`src/rtl/farm_pkg.sv`:
```
// Shared types and default constants for the irrigation controller.
package farm_pkg;

  typedef enum logic [1:0] {
    IRR_IDLE  = 2'd0,
    IRR_WATER = 2'd1,
    IRR_SOAK  = 2'd2
  } irr_state_t;

  localparam int unsigned DEF_LOW_THR   = 80;
  localparam int unsigned DEF_HIGH_THR  = 180;
  localparam int unsigned DEF_PUMP_TIME = 1000;
  localparam int unsigned DEF_SOAK_TIME = 250;

endpackage

```
`src/rtl/sensor_window.sv`:
```
// One channel's moving-average window: ring buffer, wrapping write pointer, running sum.
module sensor_window
  import farm_pkg::*;
#(
  parameter int DATA_W   = 8,
  parameter int WIN_LOG2 = 2
) (
  input  logic                       clk,
  input  logic                       rst,
  input  logic                       wr_en,
  input  logic [DATA_W-1:0]          din,
  output logic [DATA_W+WIN_LOG2-1:0] sum
);

  localparam int DEPTH = 1 << WIN_LOG2;

  logic [DATA_W-1:0]   ring [DEPTH];
  logic [WIN_LOG2-1:0] wr_ptr;

  // The sum always equals the total of the ring entries, so it cannot leave its range.
  always_ff @(posedge clk or posedge rst) begin
    if (rst) begin
      for (int i = 0; i < DEPTH; i++) ring[i] <= '0;
      wr_ptr <= '0;
      sum    <= '0;
    end else if (wr_en) begin
      ring[wr_ptr] <= din;
      wr_ptr       <= wr_ptr + WIN_LOG2'(1);
      sum          <= sum - {{WIN_LOG2{1'b0}}, ring[wr_ptr]} + {{WIN_LOG2{1'b0}}, din};
    end
  end

endmodule

```
`src/rtl/multi_sensor_irrigation_ctrl.sv`:
```
// Multi-channel soil sensor averaging, threshold alerts, and channel-0 driven irrigation FSM.
// Define FARM_HYSTERESIS_EN to let a wet reading (avg0 > HIGH_THR in auto mode) end watering early.
//   state | meaning
//   IDLE  | waiting for manual request or dry reading
//   WATER | pump and valve on, pump timer running
//   SOAK  | post-watering lockout, soak timer running
module multi_sensor_irrigation_ctrl
  import farm_pkg::*;
#(
  parameter int NUM_CH    = 4,
  parameter int DATA_W    = 8,
  parameter int WIN_LOG2  = 2,
  parameter int TIMER_W   = 12,
  parameter int PUMP_TIME = DEF_PUMP_TIME,
  parameter int SOAK_TIME = DEF_SOAK_TIME,
  parameter int LOW_THR   = DEF_LOW_THR,
  parameter int HIGH_THR  = DEF_HIGH_THR,
  localparam int CH_W     = $clog2(NUM_CH),
  localparam int CNT_W    = $clog2(NUM_CH + 1)
) (
  input  logic                     clk,
  input  logic                     rst,
  input  logic                     en,
  input  logic                     s_valid,
  output logic                     s_ready,
  input  logic [CH_W-1:0]          s_ch,
  input  logic [DATA_W-1:0]        s_data,
  input  logic                     cfg_we,
  input  logic [CH_W-1:0]          cfg_ch,
  input  logic [DATA_W-1:0]        cfg_thr,
  input  logic                     auto_mode,
  input  logic                     manual_pump,
  output logic [NUM_CH*DATA_W-1:0] avg_out,
  output logic [NUM_CH-1:0]        alert_vec,
  output logic [CNT_W-1:0]         alert_count,
  output logic                     pump_on,
  output logic                     valve_open,
  output logic [1:0]               irr_state
);

  localparam logic [DATA_W-1:0] THR_RST = {1'b1, {(DATA_W-1){1'b0}}};

  logic                       accept;
  logic [DATA_W+WIN_LOG2-1:0] sum [NUM_CH];
  logic [DATA_W-1:0]          avg [NUM_CH];
  logic [DATA_W-1:0]          thr [NUM_CH];

  assign s_ready = en;
  assign accept  = s_valid & en;

  // Out-of-range channel indices match no window and are silently dropped.
  for (genvar i = 0; i < NUM_CH; i++) begin : g_ch
    logic wr_en;
    assign wr_en = accept && (s_ch == CH_W'(i));

    sensor_window #(
      .DATA_W  (DATA_W),
      .WIN_LOG2(WIN_LOG2)
    ) u_win (
      .clk  (clk),
      .rst  (rst),
      .wr_en(wr_en),
      .din  (s_data),
      .sum  (sum[i])
    );

    assign avg[i] = sum[i][DATA_W+WIN_LOG2-1:WIN_LOG2];
    assign avg_out[i*DATA_W +: DATA_W] = avg[i];
  end

  always_ff @(posedge clk or posedge rst) begin
    if (rst) begin
      for (int i = 0; i < NUM_CH; i++) thr[i] <= THR_RST;
      alert_vec <= '0;
    end else if (en) begin
      for (int i = 0; i < NUM_CH; i++) begin
        if (cfg_we && (cfg_ch == CH_W'(i))) thr[i] <= cfg_thr;
        alert_vec[i] <= (avg[i] > thr[i]);
      end
    end
  end

  always_comb begin
    alert_count = '0;
    for (int i = 0; i < NUM_CH; i++) alert_count = alert_count + CNT_W'(alert_vec[i]);
  end

  irr_state_t         state, state_nxt;
  logic [TIMER_W-1:0] timer, timer_nxt;
  logic               start_req;
  logic               wet_exit;

  assign start_req = manual_pump || (auto_mode && (avg[0] < DATA_W'(LOW_THR)));

`ifdef FARM_HYSTERESIS_EN
  assign wet_exit = auto_mode && (avg[0] > DATA_W'(HIGH_THR));
`else
  assign wet_exit = 1'b0;
`endif

  always_comb begin
    state_nxt = state;
    timer_nxt = timer;
    case (state)
      IRR_IDLE: begin
        if (start_req) begin
          state_nxt = IRR_WATER;
          timer_nxt = TIMER_W'(PUMP_TIME - 1);
        end
      end
      IRR_WATER: begin
        if ((timer == '0) || wet_exit) begin
          state_nxt = IRR_SOAK;
          timer_nxt = TIMER_W'(SOAK_TIME - 1);
        end else begin
          timer_nxt = timer - TIMER_W'(1);
        end
      end
      IRR_SOAK: begin
        if (timer == '0) state_nxt = IRR_IDLE;
        else             timer_nxt = timer - TIMER_W'(1);
      end
      default: begin
        state_nxt = IRR_IDLE;
        timer_nxt = '0;
      end
    endcase
  end

  // Drives are registered from the next state so they line up exactly with WATER.
  always_ff @(posedge clk or posedge rst) begin
    if (rst) begin
      state      <= IRR_IDLE;
      timer      <= '0;
      pump_on    <= 1'b0;
      valve_open <= 1'b0;
    end else if (en) begin
      state      <= state_nxt;
      timer      <= timer_nxt;
      pump_on    <= (state_nxt == IRR_WATER);
      valve_open <= (state_nxt == IRR_WATER);
    end
  end

  assign irr_state = state;

endmodule

```
`config.mk`:
```
export PLATFORM = sky130hd
export DESIGN_NAME = multi_sensor_irrigation_ctrl
export DESIGN_NICKNAME = d
export VERILOG_FILES = /design/src/rtl/farm_pkg.sv /design/src/rtl/sensor_window.sv /design/src/rtl/multi_sensor_irrigation_ctrl.sv
export SDC_FILE = /design/constraint.sdc
export NUM_CORES = 1
export LEC_CHECK = 0
export CAP_MARGIN = 20
export CELL_PAD_IN_SITES_DETAIL_PLACEMENT = 1
export CELL_PAD_IN_SITES_GLOBAL_PLACEMENT = 2
export CORE_AREA = 5 5 200 202
export DETAILED_ROUTE_END_ITERATION = 8
export DIE_AREA = 0 0 205 207
export PLACE_DENSITY = 0.78
export SYNTH_ARGS = -nofsm -noshare
export SYNTH_HDL_FRONTEND = slang
export SYNTH_SLANG_ARGS = --single-unit
```
`constraint.sdc`:
```
create_clock -name clk -period 7.6 [get_ports clk]
set_input_delay 1.52 -clock clk [delete_from_list [all_inputs] [get_ports clk]]
set_output_delay 1.52 -clock clk [all_outputs]
set_load 0.05 [all_outputs]
```
# ---- Word level (Yosys, flattened, before mapping)
# Cells that the tools add are included.
dict set report word_totals {
  reg_bits 227
  output_inout_bits 44
  elab_cells 132
}
dict set report classes {
  addsub 16
  order_cmp 13
  eq_ne 11
  mux 32
  bitwise_logic 5
  reduce_logical 23
}
# op n
set ops {}
lappend ops {{bitwise mux 32 bit} 4}
lappend ops {{2-to-1 mux 8 bit} 12}
lappend ops {{binary-select mux 8 bit (select 2 bit)} 4}
lappend ops {{demux 8 bit (select 2 bit)} 4}
lappend ops {{adder 10 x 8 -> 10 bit} 4}
lappend ops {{subtractor 10 x 8 -> 10 bit} 4}
lappend ops {{2-to-1 mux 12 bit} 3}
lappend ops {{one-hot mux 12 bit (3 select lines)} 1}
lappend ops {{> comparator 8 bit} 4}
lappend ops {{logical AND 1 bit} 13}
lappend ops {{greater-or-equal comparator 3 bit (second input constant)} 4}
lappend ops {{zero test 12 bit} 1}
lappend ops {{< comparator 3 x 1 -> 1 bit (second input constant)} 4}
lappend ops {{NOT 2 -> 3 bit} 4}
lappend ops {{subtractor 12 x 1 -> 12 bit (second input constant)} 1}
lappend ops {{== test 2 bit (second input constant)} 5}
lappend ops {{adder 2 x 1 -> 2 bit (second input constant)} 4}
lappend ops {{== test 2 x 1 -> 1 bit (second input constant)} 4}
lappend ops {{< comparator 8 x 7 -> 1 bit (second input constant)} 1}
lappend ops {{AND reduction 2 bit} 4}
lappend ops {{zero test 2 bit} 3}
lappend ops {{2-to-1 mux 2 bit} 3}
lappend ops {{one-hot mux 2 bit (3 select lines)} 1}
lappend ops {{inequality test 2 bit (second input constant)} 2}
lappend ops {{other kinds (6)} 6}

# ---- Depth between registers and ports, before layout
# Gate-level depths: netlist of run 1.
dict set report logic_depth {
  ltp_word 6
  mapped_depth 12
  depth_no_buf 11
}

# ---- Modules after synthesis
# Synthesis of run 1 repeated with hierarchy kept, for this count alone.
dict set report hier_totals {
  hier_cells 1342
  hier_area_um2 13269.0
}
# mod instances cells_per_inst area_per_inst_um2
set modules_own_cells {}
lappend modules_own_cells {{sensor_window at g_ch[1].u_win ...} 2 252 2497.4}
lappend modules_own_cells {multi_sensor_irrigation_ctrl 1 340 3300.7}
lappend modules_own_cells {{sensor_window at g_ch[0].u_win} 1 248 2489.9}
lappend modules_own_cells {{sensor_window at g_ch[3].u_win} 1 250 2483.6}

# ---- Least setup slack after synthesis of run 1
# OpenSTA, ideal clock, no wires.
dict set report synth_timing {
  path_kind {input -> register}
  from {in s_data[1]}
  to {reg g_ch[0].u_win.sum[8]}
  setup_time_ns 0.070
  t_arrival_ns 3.871
  required_ns 7.530
  path_slack_ns 3.659
  cell_stages 9
  path_cell_list {inv_1 > clkbuf_1 > fa_1 > fa_1 > nor2b_1 > o31a_1 > o211ai_1 > a2111oi_0 > nand3b_1}
}
dict set report synth_between {
  elab_chain_len 1
}
# item line
set synth_rtl {}
lappend synth_rtl {{start: declaration} multi_sensor_irrigation_ctrl.sv:27} ;# input logic [DATA_W-1:0] s_data,
lappend synth_rtl {{adder 10 x 8 -> 10 bit} sensor_window.sv:29} ;# sum <= sum - {{WIN_LOG2{1'b0}}, ring[wr_ptr]} + {{WIN_LOG2{1'b0}}, din};
lappend synth_rtl {{end signal: assignment} sensor_window.sv:29}
lappend synth_rtl {{end: declaration} sensor_window.sv:12} ;# output logic [DATA_W+WIN_LOG2-1:0] sum
# No other way between the ends.
# A chain may end at the register's enable or synchronous reset.

# ---- Worst setup path in the final report of run 1
dict set report layout_timing {
  from {reg alert_vec[0]}
  to {out alert_count[1]}
}
dict set report layout_between {
  elab_chain_len 3
}
# item line
set layout_rtl {}
lappend layout_rtl {{start: declaration} multi_sensor_irrigation_ctrl.sv:34} ;# output logic [NUM_CH-1:0] alert_vec,
lappend layout_rtl {{start signal: indexed assignment} multi_sensor_irrigation_ctrl.sv:78} ;# alert_vec[i] <= (avg[i] > thr[i]);
lappend layout_rtl {{adder 1 x 1 -> 2 bit} multi_sensor_irrigation_ctrl.sv:85} ;# for (int i = 0; i < NUM_CH; i++) alert_count = alert_count + CNT_W'(alert_vec[i]);
lappend layout_rtl {{adder 2 x 1 -> 3 bit} multi_sensor_irrigation_ctrl.sv:85}
lappend layout_rtl {{adder 3 x 1 -> 3 bit} multi_sensor_irrigation_ctrl.sv:85}
lappend layout_rtl {{end: declaration} multi_sensor_irrigation_ctrl.sv:35} ;# output logic [CNT_W-1:0] alert_count,
# No other way between the ends.

==> results of run 1 <==
==> cell usage in the layout (no fill, tap or decap), drive strengths merged, types with 7 or more instances in the layout <==
| cell type | instances |
|---|---|
| dfrtp | 223 |
| nand2 | 202 |
| o21ai | 190 |
| inv | 172 |
| ha | 92 |
| clkdlybuf4s50 | 70 |
| mux2 | 43 |
| clkbuf | 43 |
| a21oi | 38 |
| fa | 33 |
| mux4 | 32 |
| nor2 | 22 |
| o21a | 22 |
| nor3 | 16 |
| nor2b | 15 |
| xor2 | 13 |
| a21o | 13 |
| buf | 13 |
| nand4 | 12 |
| nand3 | 11 |
| xnor2 | 10 |
| or3 | 8 |
| a211oi | 8 |
| o221a | 7 |
==> critical path, stage by stage (launching register included) <==
cell	delay [ps]
dfrtp_1	400
inv_1	80
fa_1	530
inv_1	40
ha_1	170
ha_1	270
clkdlybuf4s50_1	800
==> Yosys cell counts (2+ instances only) <==
| cell | number |
|---|---|
| clkbuf_1 | 47 |
| dfrtp_1 | 223 |
| o22ai_1 | 3 |
| nor3b_1 | 5 |
| nand2b_1 | 3 |
| a2111oi_0 | 5 |
| nand4_1 | 12 |
| o211ai_1 | 6 |
| a21oi_1 | 37 |
| o2bb2ai_1 | 2 |
| o221a_2 | 7 |
| nor2b_1 | 15 |
| nand3b_1 | 4 |
| o21a_1 | 22 |
| o21ai_0 | 189 |
| o31a_1 | 6 |
| and3_1 | 3 |
| mux2_2 | 42 |
| dfstp_2 | 4 |
| or3_1 | 8 |
| a221oi_1 | 3 |
| inv_1 | 172 |
| nand3_1 | 11 |
| a211oi_1 | 8 |
| xnor2_1 | 10 |
| mux4_2 | 32 |
| o31ai_1 | 4 |
| nor4_1 | 4 |
| fa_1 | 33 |
| a31oi_1 | 5 |
| xor2_1 | 13 |
| nor2_1 | 22 |
| nor3_1 | 16 |
| o21bai_1 | 4 |
| ha_1 | 92 |
| or2_2 | 4 |
| buf_4 | 35 |
| buf_2 | 3 |
| nand2_1 | 202 |
| a21o_1 | 13 |
| or4_1 | 4 |
| nor4b_1 | 3 |
| nand4b_1 | 3 |
| o41ai_1 | 2 |
| or4_4 | 2 |
==> layer usage <==
layer  part of all wire  global-route usage  vias up
li1                   -                   -     4700
met1               0.47               0.238     5027
met2               0.48               0.293      115
met3              0.033              0.0256       40
met4              0.018              0.0337        0
met5                  0                   0        -
==> cell type report <==
cell class	count	area, um^2
repair buffers	83	818
inverters	172	649
clock inverters	8	108
flip-flops and latches	227	5690
fillers	4316	22700
multi-input cells	878	6710
well taps	518	648
clock buffers	43	797
==> final timing paths <==
| check | startpoint | end | slack [ps] | cells after the start |
|---|---|---|---|---|
| worst max register to register | g_ch[2].u_win.wr_ptr[0]$_DFFE_PP0P_ | g_ch[2].u_win.sum[8]$_DFFE_PP0P_ | 4040 | 11 |
| worst min-delay path | g_ch[1].u_win.ring[27]$_DFFE_PP0P_ | g_ch[1].u_win.ring[27]$_DFFE_PP0P_ | 470 | 2 |
| min in group asynchronous | rst | g_ch[2].u_win.ring[0]$_DFFE_PP0P_ | 1450 | 2 |
| worst max-delay path | alert_vec[0]$_DFFE_PP0P_ | alert_count[1] | 3240 | 6 |
| max in group asynchronous | rst | g_ch[1].u_win.ring[19]$_DFFE_PP0P_ | 4880 | 3 |
| worst min register to register | g_ch[1].u_win.ring[27]$_DFFE_PP0P_ | g_ch[1].u_win.ring[27]$_DFFE_PP0P_ | 470 | 2 |
==> flip-flops by register name, summed over array words and instances, names as in the netlist <==
name and count:
alert_vec 4, timer 12, valve_open 1, g_ch.u_win.ring 128, irr_state 2, g_ch.u_win.sum 40, g_ch.u_win.wr_ptr 8, thr 32
==> cell families (layout without fill, tap and decap cells) <==
group	Yosys count	after routing	share of synthesized area
AO/OA/AOI/OAI	327	327	0.144
XOR/XNOR	23	23	0.0149
adder cells (fa/ha/maj)	125	125	0.134
buffers and inverters	258	306	0.0818
flip-flops	227	227	0.421
multiplexers	76	76	0.0903
AND/OR/NAND/NOR	327	327	0.113
==> power groups by stage <==
stage	sequential, mW	combinational [mW]	clock [mW]
6_report	2.20	4.65	1.33
2_1_floorplan	1.98	3.76	0
4_1_cts	2.22	4.72	1.37
3_3_place_gp	2.21	4.53	0
5_1_grt	2.28	5.27	1.43
3_5_place_dp	2.23	4.68	0
==> summary.md, run 1 <==
| Metric | Value |
|---|---|
| Synth Area per Inst | 9.90 um^2 |
| Clock Path Buffers | 3 |
| Placer Congestion | 0.781 |
| Worst Tran Pin Value | 1020 ps |
| Flop pwr share | 0.269 |
| Pleak | 7.01 nW |
| H-tree levels | 1 |
| Mapped cell area | 13,500 um^2 |
| Fmax | 0.229 GHz |
| Sequential area share after synthesis | 0.421 |
| WS Path Type | register to output pin |
| # resized after CTS | 0 |
| Initial Util | 0.354 |
| Hold buffer count at cts | 0 |
| DR WL/cell | 18.7 um |
| Crit share post-route | 0.573 |
| Die Y | 207 um |
| Final instance area | 15,400 um^2 |
| CP max FO | 3 |
| Count of final setup violators | 0 |
| Clock skew | 15.0 ps |
| P_int | 4.54 mW |
| GRT overflow | 0 |
| Initial antenna violation count | 0 |
| Die span in x | 205 um |
| DRT antenna net count | 0 |
| RSZ-0062 raised after global routing | false |
| Worst Path Arrival | 2840 ps |
| Switching share of total power | 0.445 |
| CTS tree | built |
| Non-Filler Instances | 1,929 |
| Max-cap viol count | 0 |
| Die area | 42,400 um^2 |
| Layout cells sized above 1 | 0.107 |
| Final WL | 36,100 um |
| Worst Slack Setup Final | 3240 ps |
| Combinational cell fraction of total power | 0.569 |
| Worst-path clk slew | 60 ps |
| Relative slew margins | 0.319 |
| DRT iter0 DRCs | 374 |
| Cell row count | 72 |
| Final hold slack | 473 ps |
| CP endpoint kind | output pin |
| Clock network fraction of design power | 0.162 |
| Vias in the first global route | 10.7k |
| Synth top area cells | dfrtp_1, ha_1, o21ai_0 |
| PortBufs | 70 |
| Outcome | completed |
| VDD IR-drop max | 190 uV |
| Dpl cells | 1,877 |
| Final Util | 0.404 |
| Synthesized Nets | 1,515 |
| Max-slew violation count | 0 |
| Yosys Warn Count | 0 |
| Core ar. | 38,100 um^2 |
| Inserted Diodes | 0 |
| Critical Path RT | 6080 ps |
| Pwr/cell area | 531 nW/um^2 |
| TritonCTS Buffers | 28 |
| Setup bufs post-CTS | 0 |
| Ports | 71 |
| Detailed placement HPWL | 25,400 um |
| Pre-antenna DRT Iters | 6 |
| Final hold vios | 0 |
| First-pass GRT wire length | 59,600 um |
| Vias | 9,882 |
| Area after DPL | 14,500 um^2 |
| Number of synthesized register bits | 227 |
| Leading area contributor after synthesis | dfrtp_1 |
| Post-layout nets | 1,542 |
| Setup TNS | 0 ps |
| Top FF cell, synth | dfrtp_1 |
| Hold WC Path Type | register to register |
| Worst-skew pair later-pin latency | 560 ps |
| Tmin final | 4360 ps |
| Psw | 3.64 mW |
| Startpoint types | register |
| DRC | 0 |
| Vias per cell | 5.12 |
| Largest net degree at the start of global routing | 137 |
| Total GRT Usage | 0.173 |
| Post-synth cell types | 65 |
| Area delta synth->final | 14.2% |
| Async S/R FF share, synth | 1.00 |
| CTS Sinks | 227 |
| Post-Syn Instances | 1,363 |
| Share of the synthesized area in the top cell type | 0.413 |
| EDFF count, synth | 0 |
| Root Driver | clkbuf_16 |
| Total Power | 8.18 mW |
| Post-Place Setup Slack | 2700 ps |
Power figures use the tool's default switching activity.
==> inputs of run 2 (changes only) <==
Clock period 7.6 ns to 3.5 ns, I/O delays scaled along.
==> run 2 against run 1 <==
  * Hold slack gained 2.7 ps
  * Sequential power grew 110%
  * Clock skew grew 0.82 ps
  * Register-to-register slack lost 3800 ps
  * Via count grew 0.15%
  * Non-clock buffer count grew 28
  * Global-route usage grew 0.12 points
  * Critical endpoint is now alert_count[0]
==> summary.md, run 2 (synthesis gave the netlist of run 1 again) <==
| Metric | Value |
|---|---|
| Outcome | completed |
| Die area | 42,400 um^2 (unchanged) |
| Max-cap viol count | 0 (unchanged) |
| Worst Tran Pin Value | 704 ps (-314 ps) |
| CTS tree | built |
| DRT antenna net count | 0 (unchanged) |
| Pre-antenna DRT Iters | 4 (-2) |
| Root Driver | clkbuf_16 |
| WS Path Type | register to output pin |
| Worst path most repeated cell | inv_1 |
| Total Power | 18.3 mW (+120%) |
| Largest net degree at the start of global routing | 65 (-53%) |
| Pwr/cell area | 1150 nW/um^2 (+120%) |
| Top delay family on crit path | buffers and inverters |
| Worst Path Buf+Inv | 3 (unchanged) |
| VDD IR-drop max | 498 uV (+160%) |
| Detailed placement HPWL | 26,500 um (+4.3%) |
| Most common cell after layout, fill and taps aside | dfrtp_1 |
| Crit share post-route | 0.956 |
| First-pass GRT wire length | 60,400 um (+1.3%) |
| CP max FO | 3 (unchanged) |
| Worst Setup SP | alert_vec[0]$_DFFE_PP0P_ |
| Relative slew margins | 0.527 (+0.208) |
| Vias | 9,897 (+0.15%) |
| Post-layout nets | 1,570 (+1.8%) |
| Worst-path clk slew | 60 ps (about the same) |
| Count of final setup violators | 0 (unchanged) |
| Clock skew | 15.9 ps (+0.824 ps) |
| H-tree levels | 1 (unchanged) |
| Pleak | 7.25 nW (+3.5%) |
| Max-slew violation count | 0 (unchanged) |
| Hold WC Path Type | register to register |
| DRT iter0 DRCs | 337 (-9.9%) |
| Fmax | 0.299 GHz |
| Setup bufs post-CTS | 0 (unchanged) |
| Setup TNS | 0 ps (unchanged) |
| Max reg flops | 128 (unchanged) |
| Fillcell total | 4,270 (-1.1%) |
| Inserted Diodes | 0 (unchanged) |
| Final WL | 36,300 um (+0.45%) |
| Critical Path RT | 2800 ps (-3280 ps) |
| Hold buffer count at cts | 0 (unchanged) |
| GRT overflow | 0 (unchanged) |
| Reg2reg start | g_ch[3].u_win.wr_ptr[0]$_DFFE_PP0P_ |
| Layout cells sized above 1 | 0.129 (+0.0215) |
| Max stage delay on crit path | 790 ps (about the same) |
| RSZ-0062 raised after global routing | false |
| DRC | 0 (unchanged) |
| Top Registers | g_ch.u_win.ring: 128 flops, g_ch.u_win.sum: 40 flops, thr: 32 flops |
| Initial antenna violation count | 0 (unchanged) |
| Clock Path Buffers | 3 (unchanged) |
| CP endpoint kind | output pin |
| Cell row count | 72 (unchanged) |
| Worst-skew pair later-pin latency | 550 ps (about the same) |
| DR WL/cell | 18.5 um (-0.99%) |
| Initial Util | 0.354 (unchanged) |
| Most frequent cells in the layout | dfrtp_1, nand2_1, o21ai_0, inv_1, ha_1 |
| Die Y | 207 um (unchanged) |
| Worst path slowest cell | clkdlybuf4s50_1 |
| Largest Register | g_ch.u_win.ring |
| Worst hold start | g_ch[3].u_win.ring[15]$_DFFE_PP0P_ |
| CTS Sinks | 227 (unchanged) |
| Startpoint types | register |
| CP cell instances | inv_1 > fa_1 > inv_1 > ha_1 > clkdlybuf4s50_1 |
| Vias in the first global route | 10.8k (+1.8%) |
| PortBufs | 70 (unchanged) |
| Die span in x | 205 um (unchanged) |
| TritonCTS Buffers | 28 (unchanged) |
| Total GRT Usage | 0.174 (+0.00116) |
| Final hold vios | 0 (unchanged) |
| Vias per cell | 5.06 (-1.3%) |
| Area delta synth->final | 17.5% |
| Ports | 71 (unchanged) |
| Tmin final | 3350 ps |
| Worst Path Arrival | 2650 ps (-190 ps) |
| Core ar. | 38,100 um^2 (unchanged) |
| Placer Congestion | 0.794 (+1.6%) |
==> run 2: cell count changes in the layout (fill, tap and decap cells not counted), sizes merged, moves of 2 or more <==
| cell | before | now |
|---|---|---|
| buf | 13 | 42 |
| clkdlybuf4s50 | 70 | 67 |
| bufinv | 2 | 4 |
| clkinv | 4 | 2 |
==> run 2: per-layer routing <==
layer / global-route usage / wire length, um / vias to the layer above
met5: 0 / 0 / -
met4: 0.0358 / 603 / 0
met3: 0.0195 / 1070 / 40
met2: 0.289 / 17200 / 108
met1: 0.248 / 17400 / 4997
li1: - / - / 4752
==> run 2: worst paths after layout <==
check / to / slack, ps / cells past startpoint
max in group asynchronous: thr[15]$_DFFE_PP1P_ / 2130 / 3
min in group asynchronous: g_ch[2].u_win.ring[8]$_DFFE_PP0P_ / 620 / 2
min: g_ch[3].u_win.ring[15]$_DFFE_PP0P_ / 480 / 2
max: alert_count[0] / 150 / 5
max reg2reg: g_ch[3].u_win.sum[8]$_DFFE_PP0P_ / 220 / 9
min reg2reg: g_ch[3].u_win.ring[15]$_DFFE_PP0P_ / 480 / 2
==> run 2: report_power, final <==
part | total, mW | internal [mW] | leakage, nW | switching (mW)
logic | 10.5 | 4.66 | 3.93 | 5.85
registers | 4.67 | 3.69 | 2.84 | 0.987
clock network | 3.11 | 1.95 | 0.482 | 1.15
==> run 2: final cells by class <==
class                      count  area [um^2]  area share
sequential                   227         5690       0.359
clock inverter                 7          138     0.00868
clock buffer                  44          852      0.0538
tap                          518          648      0.0409
inverter                     172          649      0.0410
multi-input combinational    878         6710       0.423
timing repair buffer         111         1170      0.0738
==> run 2: worst reg2reg max path, stage by stage (launching register included) <==
cell	delay [ps]
dfrtp_1	610
mux4_2	610
fa_1	500
inv_1	70
fa_1	460
a21oi_1	300
o211ai_1	160
a31oi_1	230
xor2_1	150
o21ai_0	90
==> run 2: stage by stage <==
stage | util | setup WS (ps) | std cells | area (um^2) | hold WS [ps]
finish | 0.416 | 154 | 1957 | 15900 | 475
global route | 0.416 | 3.20 | 1957 | 15900 | 497
global placement | 0.390 | -10.5 | 1906 | 14900 | 456
CTS | 0.416 | 89.6 | 1957 | 15800 | 478
floorplan | - | -163 | 1363 | 13500 | 445
detailed placement | 0.390 | -51.8 | 1906 | 14900 | 465
==> run 2: what timing repair did <==
action                                  CTS  global route
resized for setup                         1             3
endpoints found under the setup margin    1             3
pin swaps                                 0             0
